File: config.mk
export PLATFORM = sky130hd
export DESIGN_NAME = imem_dmem_port_arbiter
export DESIGN_NICKNAME = d
export VERILOG_FILES = /design/src/rtl/imem_dmem_port_arbiter.sv
export SDC_FILE = /design/constraint.sdc
export NUM_CORES = 1
export LEC_CHECK = 0
export BUFFER_PORTS_ARGS = -buffer_cell sky130_fd_sc_hd__buf_2
export CORE_MARGIN = 4
export CORE_UTILIZATION = 40
export DETAILED_ROUTE_END_ITERATION = 16
export PLACE_DENSITY = 0.76
export SKIP_LAST_GASP = 1
export SLEW_MARGIN = 0
export SYNTH_ARGS = -nofsm -noshare
export SYNTH_HDL_FRONTEND = slang
export SYNTH_SLANG_ARGS = --single-unit
File: constraint.sdc
create_clock -name clk -period 8.6 [get_ports clk]
set_clock_uncertainty 0.2 [all_clocks]
set_input_delay 0 -clock clk [delete_from_list [all_inputs] [get_ports clk]]
set_output_delay 0 -clock clk [all_outputs]
set_load 0.1 [all_outputs]
File: src/rtl/imem_dmem_port_arbiter.sv
// Single-port memory arbiter shared by instruction fetch and data load/store.
// Optional macro FETCH_STARVE_GUARD_EN bounds how long continuous data traffic can starve fetch.
module imem_dmem_port_arbiter #(
    parameter int MEM_LAT      = 1,
    parameter int STARVE_LIMIT = 4
) (
    input  logic        clk,
    input  logic        reset,
    input  logic        if_req,
    input  logic [31:0] if_addr,
    output logic        if_ready,
    output logic [31:0] if_rdata,
    input  logic        dm_req,
    input  logic        dm_we,
    input  logic [31:0] dm_addr,
    input  logic [31:0] dm_wdata,
    input  logic [3:0]  dm_wstrb,
    output logic        dm_ready,
    output logic [31:0] dm_rdata,
    output logic        mem_en,
    output logic        mem_we,
    output logic [31:0] mem_addr,
    output logic [31:0] mem_wdata,
    output logic [3:0]  mem_wstrb,
    input  logic [31:0] mem_rdata,
    output logic        arb_busy
);

    typedef enum logic [1:0] {
        ST_IDLE  = 2'd0,
        ST_ISSUE = 2'd1,
        ST_WAIT  = 2'd2,
        ST_RESP  = 2'd3
    } state_t;

    if (MEM_LAT < 1 || MEM_LAT > 15) begin : g_bad_mem_lat
        $error("MEM_LAT must be in 1..15");
    end
    if (STARVE_LIMIT < 1 || STARVE_LIMIT > 15) begin : g_bad_starve_limit
        $error("STARVE_LIMIT must be in 1..15");
    end

    state_t      state_r;
    state_t      state_s;
    logic        grant_if_s;
    logic        grant_dm_s;
    logic        fetch_first_s;
    logic        resp_s;
    logic        owner_dm_r;
    logic [31:0] addr_r;
    logic [31:0] wdata_r;
    logic [3:0]  wstrb_r;
    logic [3:0]  cnt_r;
    logic        mem_en_r;
    logic        mem_we_r;
    logic        if_ready_r;
    logic        dm_ready_r;
    logic [31:0] if_rdata_r;
    logic [31:0] dm_rdata_r;
    logic        busy_r;

`ifdef FETCH_STARVE_GUARD_EN
    logic [3:0]  starve_r;

    // Count data grants that bypassed a waiting fetch; any fetch grant clears it.
    always_ff @(posedge clk or posedge reset) begin
        if (reset) begin
            starve_r <= 4'd0;
        end else if (grant_if_s) begin
            starve_r <= 4'd0;
        end else if (grant_dm_s && if_req && (starve_r != 4'hF)) begin
            starve_r <= starve_r + 4'd1;
        end else begin
            starve_r <= starve_r;
        end
    end

    assign fetch_first_s = if_req && (starve_r == 4'(STARVE_LIMIT));
`else
    assign fetch_first_s = 1'b0;
`endif

    // State register.
    always_ff @(posedge clk or posedge reset) begin
        if (reset) begin
            state_r <= ST_IDLE;
        end else begin
            state_r <= state_s;
        end
    end

    // Next-state and grant decode; data wins unless the starvation guard fires.
    always_comb begin
        state_s    = state_r;
        grant_if_s = 1'b0;
        grant_dm_s = 1'b0;
        case (state_r)
            ST_IDLE: begin
                if (fetch_first_s) begin
                    grant_if_s = 1'b1;
                    state_s    = ST_ISSUE;
                end else if (dm_req) begin
                    grant_dm_s = 1'b1;
                    state_s    = ST_ISSUE;
                end else if (if_req) begin
                    grant_if_s = 1'b1;
                    state_s    = ST_ISSUE;
                end else begin
                    state_s    = ST_IDLE;
                end
            end
            // Always pass through WAIT so the capture edge lands MEM_LAT cycles after mem_en.
            ST_ISSUE: state_s = ST_WAIT;
            ST_WAIT: begin
                if (cnt_r == 4'd0) begin
                    state_s = ST_RESP;
                end else begin
                    state_s = ST_WAIT;
                end
            end
            ST_RESP: state_s = ST_IDLE;
            default: state_s = ST_IDLE;
        endcase
    end

    assign resp_s = (state_s == ST_RESP);

    // Owner/attribute latch, latency counter and registered outputs.
    always_ff @(posedge clk or posedge reset) begin
        if (reset) begin
            owner_dm_r <= 1'b0;
            addr_r     <= 32'd0;
            wdata_r    <= 32'd0;
            wstrb_r    <= 4'd0;
            cnt_r      <= 4'd0;
            mem_en_r   <= 1'b0;
            mem_we_r   <= 1'b0;
            if_ready_r <= 1'b0;
            dm_ready_r <= 1'b0;
            if_rdata_r <= 32'd0;
            dm_rdata_r <= 32'd0;
            busy_r     <= 1'b0;
        end else begin
            if (grant_dm_s) begin
                owner_dm_r <= 1'b1;
                addr_r     <= dm_addr;
                wdata_r    <= dm_wdata;
                wstrb_r    <= dm_wstrb;
            end else if (grant_if_s) begin
                owner_dm_r <= 1'b0;
                addr_r     <= if_addr;
                wdata_r    <= 32'd0;
                wstrb_r    <= 4'd0;
            end
            if (state_r == ST_ISSUE) begin
                cnt_r <= 4'(MEM_LAT - 1);
            end else if ((state_r == ST_WAIT) && (cnt_r != 4'd0)) begin
                cnt_r <= cnt_r - 4'd1;
            end
            mem_en_r   <= grant_dm_s | grant_if_s;
            mem_we_r   <= grant_dm_s & dm_we;
            if_ready_r <= resp_s & ~owner_dm_r;
            dm_ready_r <= resp_s & owner_dm_r;
            if_rdata_r <= (resp_s && !owner_dm_r) ? mem_rdata : 32'd0;
            dm_rdata_r <= (resp_s && owner_dm_r) ? mem_rdata : 32'd0;
            busy_r     <= (state_s != ST_IDLE);
        end
    end

    assign mem_en    = mem_en_r;
    assign mem_we    = mem_we_r;
    assign mem_addr  = addr_r;
    assign mem_wdata = wdata_r;
    assign mem_wstrb = wstrb_r;
    assign if_ready  = if_ready_r;
    assign if_rdata  = if_rdata_r;
    assign dm_ready  = dm_ready_r;
    assign dm_rdata  = dm_rdata_r;
    assign arb_busy  = busy_r;

endmodule
# Yosys cells after proc, flatten, opt, wreduce, memory -nomap -nowiden
# Cells that the tools add are included.
[classes]
add_sub_neg = 1
n_eq_ne = 4
mux = 21
n_bitwise = 5
reduce_logical = 10
[op_table]
columns = ["cell", "n"]
rows = [
  ["$mux 32", 6],
  ["$mux 4", 4],
  ["$mux 1", 10],
  ["$pmux 2 s4", 1],
  ["$eq 2x2->1 const B", 3],
  ["$reduce_bool 2->1", 3],
  ["$logic_not 4->1", 1],
  ["$reduce_bool 4->1", 1],
  ["$sub 4x1->4 const B", 1],
  ["$and 1x1->1", 3],
  ["$logic_and 1x1->1", 3],
  ["$eq 2x1->1 const B", 1],
  ["$logic_not 2->1", 1],
  ["$logic_not 1->1", 1],
  ["$not 1->1", 1],
  ["$or 1x1->1", 1],
]
[totals]
ff_bits = 144
in_bits = 137
output_inout_bits = 137
word_cells = 54

# Longest topological paths before layout
[depth]
word_depth = 6
mapped_depth = 8
mapped_depth_nobuf = 5

# Least setup slack after synthesis
# OpenSTA, ideal clock, no wires.
[synth_timing]
path_type = "flip-flop to flip-flop"
start = "register state_r[0]"
end = "register wdata_r[10], in the netlist mem_wdata[10]"
setup_ns = 0.122
t_arrival_ns = 1.390
t_required_ns = 8.278
setup_slack_ns = 6.888
stages_incl_launch_ff = 8
path_buffers = 3
period_less_slack_ns = 1.712
cell_sequence = "dfrtp_1 -> inv_1 -> ha_1 -> and2_1 -> buf_4 -> buf_6 -> buf_4 -> a22o_1"
[synth_via]
elab_chain_len = 3
word_cells_on_any_way = 5
classes_between = "3 x mux; 2 x reduce/logical"
[synth_lines]
columns = ["item", "line_no", "rtl"]
rows = [
  ["from (decl)", "43", "state_t state_r;"],
  ["from (signal assigned)", "88", "state_r <= state_s;"],
  ["$logic_not 2->1 (*)", "97", "case (state_r)"],
  ["$mux 1", "97", ""],
  ["$mux 32 or $reduce_bool 2->1 (tied branches)", "-", ""],
  ["to (signal assigned)", "147", "wdata_r <= dm_wdata;"],
  ["to (decl)", "51", "logic [31:0] wdata_r;"],
]
# Every way passes the cells marked *; elsewhere a longest branch is shown, timed or not.
# A chain may end at the register's enable or synchronous reset.

# Final worst setup path
[layout_timing]
start = "register state_r[0]"
end = "register addr_r[17], in the netlist mem_addr[17]"
[layout_via]
elab_chain_len = 3
word_cells_on_any_way = 5
classes_between = "3 x mux; 2 x reduce/logical"
[layout_lines]
columns = ["item", "line_no", "rtl"]
rows = [
  ["$logic_not 2->1 (*)", "97", ""],
  ["$mux 1", "97", ""],
  ["$mux 32 or $reduce_bool 2->1 (tied branches)", "-", ""],
  ["to (signal assigned)", "146", "addr_r <= dm_addr;"],
  ["to (signal assigned)", "151", "addr_r <= if_addr;"],
  ["to (decl)", "50", "logic [31:0] addr_r;"],
]
# Marked as above.

==> run_results.csv <==
group,metric,value,unit
die,pin_count,274,
grt,overflow,0,
finish,n_fill_cell,901,
worst_setup_path,critical_path_class,"reg2reg",
route,drt-total-wl,17680,um
clocking,cts_tree,"built",
finish,multiInputGateArea,1568,um2
worst_setup_path,cp-end-kind,"register",
placed_design,gp_congestion,0.8178,
synth,ys_ff_latch,144,
timing,rsz0062_at_grt,"false",
timing,fin_crit,2.981,ns
die,start_util,0.4072,
clocking,cts_htree_levels,4,
synth,synth-seq-area-share,0.6709,
placed_design,detailed_place_hpwl,10110,um
synth,synth_nets,552,
die,core.rowCount,42,
grt,grt_usage,0.2287,
worst_setup_path,cp.required,8.64,ns
timing,tightest_slew,1.060,ns
clocking,path_clk_slew,0.06,ns
synth,synthSimpleGateAreaFrac,0.1216,
synth,syn-cell-area,5371,um2
finish,syn_to_final_growth,63.71,%
worst_setup_path,cp_max_fo,68,
clocking,cts_root_buffer,"clkbuf_16",
route,vias,4993,
clocking,cts_resized,0,
synth,yosys-mux-area-fraction,0.05963,
die,die_x,123.9,um
worst_setup_path,critPathLaunchType,"register",
hold_path,holdCritPathClass,"in2async",
grt,grt_max_degree,101,
finish,drive_gt1_frac,0.3808,
route,drcViolationCount,0,
timing,finalCritPeriodShare,0.3467,
grt,antenna_found_initial,1,
finish,layout_common_cells,"buf_2 (273), dfrtp_1 (144), dlygate4sd3_1 (137)",
die,core,13190,um2
synth,synthDistinctLibCells,29,
timing,hold_viol,0,
timing,tns,0,ns
timing,setup_violations,0,
finish,num-nets-final,952,
synth,synth_top_cell_area_share,0.6709,
synth,synth_top_family_by_area,"simple AND/OR/NAND/NOR gates",
route,wire_per_inst,17.70,um
synth,synth_area_leaders,"dfrtp_1 (67%), and3_1 (7.6%), a22o_1 (6.0%), mux2i_1 (6.0%), nand2_1 (2.5%)",
synth,syn_avg_cell_area,13.07,um2
status,status,"finished, final reports clean",
run,maxCapViolations,0,
clocking,clock_latency,0.41,ns
finish,layout_commonest_cell,"buf_2",
timing,maxSlewHeadroom,0.2904,
route,vias_per_cell,4.998,
route,drtPass1Iterations,5,
timing,finalMaxSlewViolations,0,
placed_design,portBuffers,273,
grt,grt_pass1_wl,27050,um
worst_setup_path,worstPathArrival,3.02,ns
grt,grt_pass1_vias,5355,
synth,yosys.area.top_type,"dfrtp_1",
die,die_h,123.9,um
synth,synth_xor_area_frac,0,
clocking,cts_sinks,144,
route,first_iter_violations,314,
synth,syn_inst,411,
synth,yosys_warnings,0,
synth,synthAdderAreaFrac,0.009317,
route,antenna_left,0,
clocking,cts_buffer_depth,2,
synth,synth_compound_area_frac,0.09830,
die,die_area,15350,um2
timing,fmaxAchievable,335.4,MHz
finish,regArea,3603,um2
clocking,numCtsBuffers,17,
## stage by stage
step                area (um2)  instances  hold WS [ns]  setup WS [ns]    util
floorplan                 5371        411      -0.06746          4.534       -
global placement          6808        831      -0.07266          6.335  0.5161
detailed placement        6808        831      -0.06387          6.242  0.5161
CTS                       8791        998       0.04562          5.709  0.6665
global route              8793        999       0.08724          5.480  0.6667
finish                    8793        999       0.03082          5.619  0.6667
## flip-flops by register name, summed over array words and instances (netlist names)
register    count
arb_busy        1
cnt_r           4
dm_rdata       32
dm_ready        1
if_rdata       32
if_ready        1
mem_addr       32
mem_en          1
mem_wdata      32
mem_we          1
mem_wstrb       4
owner_dm_r      1
state_r         2
## synthesized netlist by cell type
master,instances
buf_6,6
nor2_1,3
nor2b_1,1
dfrtp_1,144
and2_1,5
mux2i_1,32
a22o_1,37
nand4bb_1,1
nand2b_1,1
a211oi_2,1
nand3_1,1
buf_2,5
nand4b_1,1
inv_1,6
ha_1,4
buf_4,5
nand3b_1,1
a21o_1,1
and3_1,65
a21oi_1,2
or2_2,1
clkbuf_1,13
or3b_1,1
o21ai_0,13
o21ai_1,20
nand2_1,36
o21ai_2,1
nor4b_1,1
clkbuf_2,3
## per-layer routing
metal | vias to the layer above | track usage | routed length, um
li1 | 2239 | - | -
met1 | 2414 | 0.2625 | 6588
met2 | 285 | 0.3765 | 8686
met3 | 55 | 0.09173 | 1828
met4 | 0 | 0.1024 | 577
met5 | - | 0 | 0
## kinds of logic (layout without fill, tap and decap cells)
| family | count (synthesis) | count (layout) |
|---|---|---|
| AO/OA/AOI/OAI | 75 | 75 |
| other | 0 | 1 |
| buffers and inverters | 38 | 449 |
| flip-flops | 144 | 144 |
| multiplexers | 32 | 32 |
| adder cells (fa/ha/maj) | 4 | 4 |
| AND/OR/NAND/NOR | 118 | 118 |
## timing repair
item / CTS / global route
buffers inserted: 0 / 0
hold buffers: 137 / 0
endpoints found under the setup margin: 0 / 0
endpoints found under the hold margin: 206 / 0
## critical path, stage by stage, from the launching register on
cell	delay [ns]
dfrtp_1	0.38
inv_1	0.08
ha_1	0.32
and2_4	0.81
mux2i_1	0.31
dlygate4sd3_1	0.59
o21ai_0	0.09
## final timing paths
path,startpoint,endpoint,slack [ns],cells after the start
min in group clk,dm_req,state_r[0],0.13,4
worst max-delay path,state_r[0],mem_addr[17],5.62,6
worst min-delay path,reset,dm_rdata[3],0.03,3
max in group asynchronous,reset,mem_addr[24],6.82,4
worst min register to register,mem_addr[26],mem_addr[26],0.28,2
worst max register to register,state_r[0],mem_addr[17],5.62,6
## area by class of cell
type,instances,area share
clock buffer,21,0.05464
antenna,1,0.0002846
tap,176,0.02504
sequential,144,0.4098
clock inverter,9,0.01494
timing repair buffer,413,0.3139
multi-input combinational,229,0.1783
inverter,6,0.003130
Power is not shown: default switching activity piles up to over one toggle a cycle in this logic, so the estimate is an artifact.
